==> src/rtl/xmit_serial.sv <==
// Start/8-data/stop serializer with a valid/ready byte input, LSB first, CLKS_PER_BIT clocks per bit.
// Define XMIT_SERIAL_PARITY_EN to insert an even-parity bit between the data bits and the stop bit.
module xmit_serial #(
    parameter int CLKS_PER_BIT = 16
) (
    input  logic       clk,
    input  logic       rst_n,
    input  logic [7:0] xmit_data,
    input  logic       xmit_valid,
    output logic       xmit_ready,
    output logic       xmit_line,
    output logic       xmit_busy,
    output logic       xmit_done
);

    localparam int CNT_W = (CLKS_PER_BIT > 1) ? $clog2(CLKS_PER_BIT) : 1;
    localparam logic [CNT_W-1:0] CNT_LAST = CNT_W'(CLKS_PER_BIT - 1);

`ifdef XMIT_SERIAL_PARITY_EN
    typedef enum logic [2:0] {
        ST_IDLE   = 3'd0,
        ST_START  = 3'd1,
        ST_DATA   = 3'd2,
        ST_PARITY = 3'd3,
        ST_STOP   = 3'd4
    } state_t;

    function automatic logic even_parity(input logic [7:0] b);
        return ^b;
    endfunction
`else
    typedef enum logic [2:0] {
        ST_IDLE  = 3'd0,
        ST_START = 3'd1,
        ST_DATA  = 3'd2,
        ST_STOP  = 3'd4
    } state_t;
`endif

    state_t           state_q, state_d;
    logic [7:0]       shift_q, shift_d;
    logic [CNT_W-1:0] cnt_q, cnt_d;
    logic [2:0]       idx_q, idx_d;
    logic             done_q, done_d;
    logic             bit_end_s;
`ifdef XMIT_SERIAL_PARITY_EN
    // Parity is captured at accept time because the shift register is consumed during DATA.
    logic             parity_q, parity_d;
`endif

    // State and datapath registers.
    always_ff @(posedge clk or negedge rst_n) begin
        if (!rst_n) begin
            state_q  <= ST_IDLE;
            shift_q  <= 8'h00;
            cnt_q    <= '0;
            idx_q    <= 3'd0;
            done_q   <= 1'b0;
`ifdef XMIT_SERIAL_PARITY_EN
            parity_q <= 1'b0;
`endif
        end else begin
            state_q  <= state_d;
            shift_q  <= shift_d;
            cnt_q    <= cnt_d;
            idx_q    <= idx_d;
            done_q   <= done_d;
`ifdef XMIT_SERIAL_PARITY_EN
            parity_q <= parity_d;
`endif
        end
    end

    // Next-state, bit-period counter, shift and index update.
    always_comb begin
        state_d   = state_q;
        shift_d   = shift_q;
        cnt_d     = cnt_q;
        idx_d     = idx_q;
        done_d    = 1'b0;
`ifdef XMIT_SERIAL_PARITY_EN
        parity_d  = parity_q;
`endif
        bit_end_s = (cnt_q == CNT_LAST);
        case (state_q)
            ST_IDLE: begin
                if (xmit_valid) begin
                    shift_d  = xmit_data;
                    cnt_d    = '0;
                    idx_d    = 3'd0;
`ifdef XMIT_SERIAL_PARITY_EN
                    parity_d = even_parity(xmit_data);
`endif
                    state_d  = ST_START;
                end else begin
                    state_d  = ST_IDLE;
                end
            end
            ST_START: begin
                if (bit_end_s) begin
                    cnt_d   = '0;
                    state_d = ST_DATA;
                end else begin
                    cnt_d   = cnt_q + CNT_W'(1);
                end
            end
            ST_DATA: begin
                if (bit_end_s) begin
                    cnt_d   = '0;
                    shift_d = {1'b0, shift_q[7:1]};
                    idx_d   = idx_q + 3'd1;
                    if (idx_q == 3'd7) begin
`ifdef XMIT_SERIAL_PARITY_EN
                        state_d = ST_PARITY;
`else
                        state_d = ST_STOP;
`endif
                    end else begin
                        state_d = ST_DATA;
                    end
                end else begin
                    cnt_d   = cnt_q + CNT_W'(1);
                end
            end
`ifdef XMIT_SERIAL_PARITY_EN
            ST_PARITY: begin
                if (bit_end_s) begin
                    cnt_d   = '0;
                    state_d = ST_STOP;
                end else begin
                    cnt_d   = cnt_q + CNT_W'(1);
                end
            end
`endif
            ST_STOP: begin
                if (bit_end_s) begin
                    cnt_d   = '0;
                    done_d  = 1'b1;
                    state_d = ST_IDLE;
                end else begin
                    cnt_d   = cnt_q + CNT_W'(1);
                end
            end
            default: begin
                state_d = ST_IDLE;
                cnt_d   = '0;
                idx_d   = 3'd0;
            end
        endcase
    end

    // Line level decoded from registers only, so reset forces it high asynchronously.
    always_comb begin
        xmit_line = 1'b1;
        case (state_q)
            ST_IDLE:   xmit_line = 1'b1;
            ST_START:  xmit_line = 1'b0;
            ST_DATA:   xmit_line = shift_q[0];
`ifdef XMIT_SERIAL_PARITY_EN
            ST_PARITY: xmit_line = parity_q;
`endif
            ST_STOP:   xmit_line = 1'b1;
            default:   xmit_line = 1'b1;
        endcase
    end

    assign xmit_ready = (state_q == ST_IDLE);
    assign xmit_busy  = (state_q != ST_IDLE);
    assign xmit_done  = done_q;

endmodule

==> config.mk <==
export PLATFORM = sky130hd
export DESIGN_NAME = xmit_serial
export DESIGN_NICKNAME = d
export VERILOG_FILES = /design/src/rtl/xmit_serial.sv
export SDC_FILE = /design/constraint.sdc
export NUM_CORES = 1
export LEC_CHECK = 0
export CORE_UTILIZATION = 52
export CTS_CLUSTER_SIZE = 25
export DETAILED_ROUTE_END_ITERATION = 10
export GPL_ROUTABILITY_DRIVEN = 0
export PLACE_DENSITY_LB_ADDON = 0.08
export SKIP_CTS_REPAIR_TIMING = 1
export SYNTH_ARGS = -nofsm -noshare
export SYNTH_HDL_FRONTEND = slang
export SYNTH_SLANG_ARGS = --single-unit
==> constraint.sdc <==
create_clock -name clk -period 1.6 [get_ports clk]
set_input_delay 0.32 -clock clk [delete_from_list [all_inputs] [get_ports clk]]
set_output_delay 0.32 -clock clk [all_outputs]
set_load 0.05 [all_outputs]
After elaboration in Yosys (flattened, before gate mapping)

Cells that the tools add are included.

Add/subtract/negate cells: 2
Multiply operators: 0
Div/mod/pow operators: 0
$lt $le $gt $ge: 0
Eq/ne operators: 9
Shifts and indexed selects: 0
Multiplexer cells: 18
Bitwise operators: 1
Reductions and logical operators: 8

Operators with widths:

| cell                                                | count |
|---|---|
| two-way mux 3 bit                                   | 6 |
| two-way mux 8 bit                                   | 2 |
| one-hot mux 8 bit (2 select lines)                  | 1 |
| one-hot mux 3 bit (4 select lines)                  | 1 |
| one-hot mux 3 bit (3 select lines)                  | 1 |
| AND reduction 3 bit                                 | 3 |
| two-way mux 4 bit                                   | 2 |
| != test 2 bit, second input constant                | 4 |
| one-hot mux 4 bit (2 select lines)                  | 1 |
| equality test 3 bit, second input constant          | 2 |
| adder 4 x 1 -> 4 bit, second input constant         | 1 |
| equality test 4 bit, second input constant          | 1 |
| adder 3 x 1 -> 3 bit, second input constant         | 1 |
| equality test 3 x 1 -> 1 bit, second input constant | 1 |
| equality test 3 x 2 -> 1 bit, second input constant | 1 |
| zero test 3 bit                                     | 1 |
| two-way mux 1 bit                                   | 3 |
| nonzero test 3 bit                                  | 1 |
| OR reduction 3 bit                                  | 1 |
| one-hot mux 1 bit (2 select lines)                  | 1 |
| nonzero test 2 bit                                  | 1 |
| OR reduction 2 bit                                  | 1 |
| NOT 1 bit                                           | 1 |

Register bits: 19
Bits in latches: 0
RAM bits: 0
Bits in read-only memories: 0
Input bits: 11
Output and inout port bits: 4
Memories: 0

Depth between registers and ports, before layout

Gate-level depths: netlist of run 1.

Word-level depth: 4
Mapped depth: 5
Mapped depth without buffers: 5

Worst setup path after synthesis of run 1

No wires, ideal clock.

Path kind: register -> output
From: register state_q[0]
To: output port xmit_busy
Arrival time: 2.324 ns
Data required time: 1.280 ns
Slack: -1.044 ns
Stages on the path, launching flop included: 4
Path buffers: 1
Path through: dfrtp_1 -> buf_2 -> nor3_1 -> inv_1

Word-level cells in the longest chain between the ends: 1

RTL lines:

| element                | RTL line | RTL |
|---|---|---|
| from (decl)            | 40       | `state_t state_q, state_d;` |
| from (signal assigned) | 63       | `state_q <= state_d;` |
| nonzero test 3 bit     | 168      | `assign xmit_busy = (state_q != ST_IDLE);` |
| to (decl)              | 12       | `output logic xmit_busy,` |

No other way between the ends.

Worst setup path in the final report of run 1

From: register state_q[0]
To: output port xmit_line

Word-level cells in the longest chain between the ends: 2
Elaborated cells on any way between the ends: 3
Those cells by class: 2 x eq/ne; 1 x mux

RTL lines:

| element                                                                             | RTL line | RTL |
|---|---|---|
| equality test 3 x 2 -> 1 bit / equality test 3 x 1 -> 1 bit (equally long branches) | 155      | `case (state_q)` |
| one-hot mux 1 bit (2 select lines) (*)                                              | 155      |  |
| to (decl)                                                                           | 11       | `output logic xmit_line,` |

Every way passes the cells marked *; elsewhere a longest branch is shown, timed or not.

==> impl_results.md, run 1 <==
* Worst EP required at about 1300 ps
* Number of synthesized flops with an enable pin at 0
* LEAKAGE at around 0.62 nW
* Initial antenna violation count at 0
* Status: finished, violations left
* Worst Setup Slack, final at -133 ps
* CTS tree: yes
* Row count at 15
* Syn Nets at around 110
* Avg Vias per Cell at approximately 5.8
* Failing checks: negative setup slack
* Initial Util at 0.576
* Clock Latency Late Sink at 310 ps
* Largest net degree at the start of global routing at 20
* Slew headroom at 0.767
* VDD IR max at 1160 uV
* DIE AREA at approximately 0.0022 sq mm
* Remaining global-route overflow at 0
* Most used cell, CP: buf_6
* Adder-cell share of the synthesized area at 0.0362
* Final WL at between 2000 and 2500 um
* Period utilisation layout at 1.08
* Antenna-violating nets left at 0
* CTS buffer count at 3
* Min Tclk post-route at approximately 1700 ps
* Final TNS setup at -820 ps
* Ys flop type: dfrtp_1
* RSZ-0062 raised after global routing: yes
* Drt pass-1 iters at 4
* Worst reg2reg path depth at 5
* XOR/XNOR share of the synthesized area at 0.0169
* Total power at between 2 and 2.5 mW
* Placed cell area at between 0.001 and 0.0015 sq mm
* Mapped Avg Cell Area at approximately 11 sq um
* Core ar. at between 0.0015 and 0.002 sq mm
* Post-Syn Area at slightly above 0.001 sq mm
* H-Tree Depth at 1
* Commonest cells after routing, fill and taps aside: dfrtp_1, buf_4, clkdlybuf4s50_1
* Chip height at between 40 and 50 um
* FF+latch count, synth at 19
* Worst clock skew at roughly 1.8 ps
* N_diodes at 0
* DR vias at approximately 870
* Crit path arrival time at between 1000 and 1500 ps
* Worst min-delay path class: primary input to asynchronous set/reset pin
* Commonest non-fill, non-tap cell in the layout: dfrtp_1
* Synth warn at 0
* Crit path launch type: flip-flop
* Port bufs at 14
* Horiz. Die Dim at between 40 and 50 um
* Layout cells sized above 1 at 0.421
* Remaining DRCs at 0
* Dpl hpwl at 1610 um
* Sequential area share after synthesis at 0.458
* # fillers at between 100 and 150
* Fin area at about 0.0015 sq mm
* Critical R2R Capture: shift_q[0]$_DFFE_PN0P_
* Synth Area in Compound Gates at 0.228
* Area grow syn2layout at 41.4%
* Crit path max fanout at 4
* Clock Tree Root: clkbuf_4
* Critical Path Sink Type: primary output
* Final nets at 141
* Clock buffer depth at 2
* Slowest stage delay, CP at 440 ps
* Asr flop ratio synth at 1.00
* IO Pins at 15
* Slowest cell on crit path: dfrtp_1
* Worst Tran Pin Value at about 340 ps
* R2r startpoint: state_q[0]$_DFFE_PN0P_
* Critical-path cell list: buf_6, nor2_4, a21oi_2, or2_1, buf_6
* Vias in the first global route at 783
* Mux cell area share after synthesis at 0.0109
* Power density over cell area at between 1500 and 2000 mW/mm^2
* Post-Synth Simple-Gate Area at 0.220
* Clock Sinks at 19
* Worst-path clk slew at between 100 and 150 ps
* DRT iter0 DRCs at 23
* Final Hold Viols at 0
* CP Class: flip-flop to primary output
* First-pass GRT wire length at around 3600 um
* Unique masters post-synth at 40
* Cell count after synthesis at a little over 90
* Max Cap Viol at 0
* Flop2flop setup slack at -110 ps
* Final setup fails at 10
* Pre-CTS setup slack at -64.6 ps
* Main combinational cell family by area after synthesis: compound AO/OA/AOI/OAI gates
* GR Util All Layers at 0.246
* Slew Limit Fails at 0
* WL per Instance at about 16 um
* Max Clock Freq at between 500 and 600 MHz
## registers in the layout, indices dropped and copies added, names as in the netlist
name and cells:
shift_q 8, state_q 3, xmit_done 1, cnt_q 4, idx_q 3
## routing by layer
metal,up-vias,GRT usage,part of all wire
li1,413,-,-
met1,433,0.355,0.49
met2,19,0.347,0.47
met3,4,0.0471,0.026
met4,0,0.120,0.014
met5,-,0,0
## synthesized netlist by cell type (all sizes together) (2+ instances only)
cell type | instances | area [sq um]
nor4b | 2 | 23.8
inv | 3 | 11.3
o21ai | 4 | 20.0
nand4b | 2 | 17.5
buf | 4 | 20.0
nor2 | 5 | 18.8
a22o | 2 | 17.5
ha | 3 | 37.5
nand3 | 3 | 20.0
nand2 | 4 | 15.0
or2b | 7 | 52.6
a21oi | 2 | 10.0
o221a | 8 | 90.1
nand2b | 2 | 12.5
dfrtp | 19 | 475
nor2b | 2 | 12.5
## cells by family (layout without fill, tap and decap cells)
| logic type | after synthesis | after routing |
|---|---|---|
| compound gates | 26 | 26 |
| xor+xnor | 2 | 2 |
| fa+ha+maj | 3 | 3 |
| buf+inv | 7 | 41 |
| flops | 19 | 19 |
| mux | 1 | 1 |
| simple gates | 34 | 34 |
## per-stage QoR
stage | hold WS [ps] | cells | utilization
5_1_grt | 367 | 151 | 0.814
6_report | 334 | 151 | 0.814
2_1_floorplan | 24.4 | 92 | -
3_3_place_gp | 495 | 142 | 0.737
3_5_place_dp | 490 | 142 | 0.737
4_1_cts | 337 | 146 | 0.751
## final cells by class
type | count | area [sq um] | share of cell area
clock buffers | 4 | 26.3 | 0.0179
flip-flops and latches | 19 | 477 | 0.325
inverters | 3 | 11.3 | 0.00768
multi-input cells | 66 | 597 | 0.407
well taps | 25 | 31.3 | 0.0213
repair buffers | 34 | 324 | 0.221
## power breakdown
group	internal, mW	switching (mW)	total (mW)
clock network	0.0974	0.155	0.253
logic	0.684	0.562	1.25
registers	0.649	0.162	0.811
total	1.43	0.879	2.31
## worst max path at each step
stage,from,endpoint,slack [ps],depth (start not counted)
after floorplan,state_q[0]$_DFFE_PN0P_,xmit_busy,-190,3
after global placement,xmit_valid,idx_q[0]$_DFFE_PN0P_,-40,5
after detailed placement,xmit_valid,idx_q[0]$_DFFE_PN0P_,-60,5
after CTS,state_q[1]$_DFFE_PN0P_,xmit_line,-220,4
after global routing,state_q[0]$_DFFE_PN0P_,xmit_line,-200,5
final,state_q[0]$_DFFE_PN0P_,xmit_line,-130,5
## critical path, delay by kind of cell (launching register included)
kind                   cells  cell delay, ps
AOI/OAI and AO/OA          1              50
buffers and inverters      2             300
DFF                        1             440
and+or+nand+nor            2             310
Note: power is estimated with default switching activity, not from simulation.
==> run 2, diff against run 1 <==
RECOVER_POWER = 25   (was unset)
SLEW_MARGIN = 20   (was unset)
==> run 2 against run 1 <==
Net effect:
- the run still ends with negative setup slack left
- clock-buffer cell count stayed put
- power hardly changed
- worst setup slack improved by 0.70 ps
- critical path depth unchanged
- maximum frequency about the same
- sequential share of layout area up 0.084 points
- combinational power about the same
- clock skew barely moved
- core utilization shrank 0.21 points
- routed wire length stayed put
- register-to-register slack is essentially flat
==> impl_results.md, run 2 (synthesis gave the netlist of run 1 again) <==
* Status: finished, violations left
* Failing checks: negative setup slack
* Final Hold Viols at 0
* Power density over cell area at 1580 mW/mm^2
* Dpl hpwl at roughly 1600 um
* Core Util, Final at 0.812
* Biggest regs: shift_q: 8 flops, cnt_q: 4 flops
* VDD IR max at 1160 uV
* Clock Sinks at 19
* Slew Limit Fails at 0
* Most used cell, CP: buf_6
* Horiz. Die Dim at 46.7 um
* Avg Vias per Cell at between 5 and 6
* Slowest stage delay, CP at between 400 and 500 ps
* DR vias at between 800 and 900
* WL per Instance at between 15 and 20 um
* CTS buffer count at 3
* Worst Setup Slack, final at -132 ps
* Final setup fails at 10
* Pre-CTS setup slack at -64.6 ps
* Final WL at approximately 2400 um
* Biggest register: shift_q
* Port bufs at 14
* Critical Path Sink Type: primary output
* Layout cells sized above 1 at 0.413
* IO Pins at 15
* Placed cell area at 0.00133 sq mm
* Worst Tran Pin Value at approximately 1100 ps
* Remaining DRCs at 0
* H-Tree Depth at 1
* Commonest non-fill, non-tap cell in the layout: dfrtp_1
* Critical-path cell list: buf_6, nor2_4, a21oi_2, or2_1, buf_6
* Max Clock Freq at 577 MHz
* Chip height at 46.7 um
* CP Class: flip-flop to primary output
* Max reg flops at 8
* Worst-path clk slew at ~110 ps
* Crit path arrival time at roughly 1400 ps
* Clock Latency Late Sink at 300 ps
* Max Cap Viol at 0
* Crit path max fanout at 4
* Worst EP required at 1280 ps
* N_diodes at 0
* Min Tclk post-route at 1730 ps
* Initial Util at 0.576
* RSZ-0062 raised after global routing: yes
* Initial antenna violation count at 0
* DIE AREA at 0.00218 sq mm
* Clock buffer depth at 2
* LEAKAGE at 0.615 nW
* Area grow syn2layout at 41.0%
* GR Util All Layers at 0.246
* Clock Tree Root: clkbuf_4
* Largest net degree at the start of global routing at 20
* CTS tree: yes
* Worst clock skew at ~1.8 ps
* Worst min-delay path class: flip-flop to flip-flop
* Final nets at 141
* Remaining global-route overflow at 0
* Fin area at approximately 0.0015 sq mm
* First-pass GRT wire length at 3630 um
* Slowest cell on crit path: dfrtp_1
* Vias in the first global route at between 700 and 800
* Crit path launch type: flip-flop
* Row count at 15
* Core ar. at 0.00180 sq mm
* Drt pass-1 iters at 4
* Antenna-violating nets left at 0
* DRT iter0 DRCs at 23
* Slew headroom at 0.298
* Period utilisation layout at 1.08
* Commonest cells after routing, fill and taps aside: dfrtp_1, buf_4, clkdlybuf4s50_1
run 2: changes by cell type in the layout (fill, tap and decap cells not counted), sizes merged:
cell           delta
buf               -1
clkdlybuf4s50     -1
clkbuf            +1
dlygate4sd3       +1
run 2: where the power goes:
group	switching, mW	internal [mW]
clock	0.155	0.0974
combinational	0.562	0.683
sequential	0.163	0.649
total	0.880	1.43
run 2: final timing paths:
| path | slack, ps | cells past startpoint | start | endpoint |
|---|---|---|---|---|
| max | -130 | 5 | state_q[0]$_DFFE_PN0P_ | xmit_line |
| min | 520 | 1 | idx_q[1]$_DFFE_PN0P_ | idx_q[1]$_DFFE_PN0P_ |
| max reg2reg | -100 | 5 | state_q[0]$_DFFE_PN0P_ | shift_q[0]$_DFFE_PN0P_ |
| min reg2reg | 520 | 1 | idx_q[1]$_DFFE_PN0P_ | idx_q[1]$_DFFE_PN0P_ |
| max in group asynchronous | 200 | 2 | rst_n | state_q[1]$_DFFE_PN0P_ |
| min in group asynchronous | 700 | 2 | rst_n | cnt_q[2]$_DFFE_PN0P_ |
run 2: layout make-up:
cell class | count | area (sq um)
clock buffer | 4 | 26.3
sequential | 19 | 477
inverter | 3 | 11.3
fill | 110 | 339
multi-input combinational | 66 | 597
tap | 25 | 31.3
timing repair buffer | 34 | 320
run 2: stage by stage:
step | total power, mW | hold slack (ps) | setup TNS, ps | cells
after detailed placement | 1.87 | 490 | -444 | 142
after global placement | 1.82 | 495 | -209 | 142
after CTS | 2.12 | 337 | -531 | 146
after floorplan | 1.46 | 24.4 | -189 | 92
final | 2.31 | 516 | -800 | 151
after global routing | 2.45 | 552 | -1550 | 151
run 2: critical path: cells and delay by family, from the launching register on:
| family | cells | cell delay [ps] |
|---|---|---|
| flops | 1 | 440 |
| buf+inv | 2 | 300 |
| compound gates | 1 | 50 |
| simple gates | 2 | 310 |
run 2: per-layer routing:
| layer | share of wire | track usage |
|---|---|---|
| met2 | 0.47 | 0.347 |
| met4 | 0.013 | 0.120 |
| met5 | 0 | 0 |
| met1 | 0.49 | 0.355 |
| met3 | 0.025 | 0.0471 |
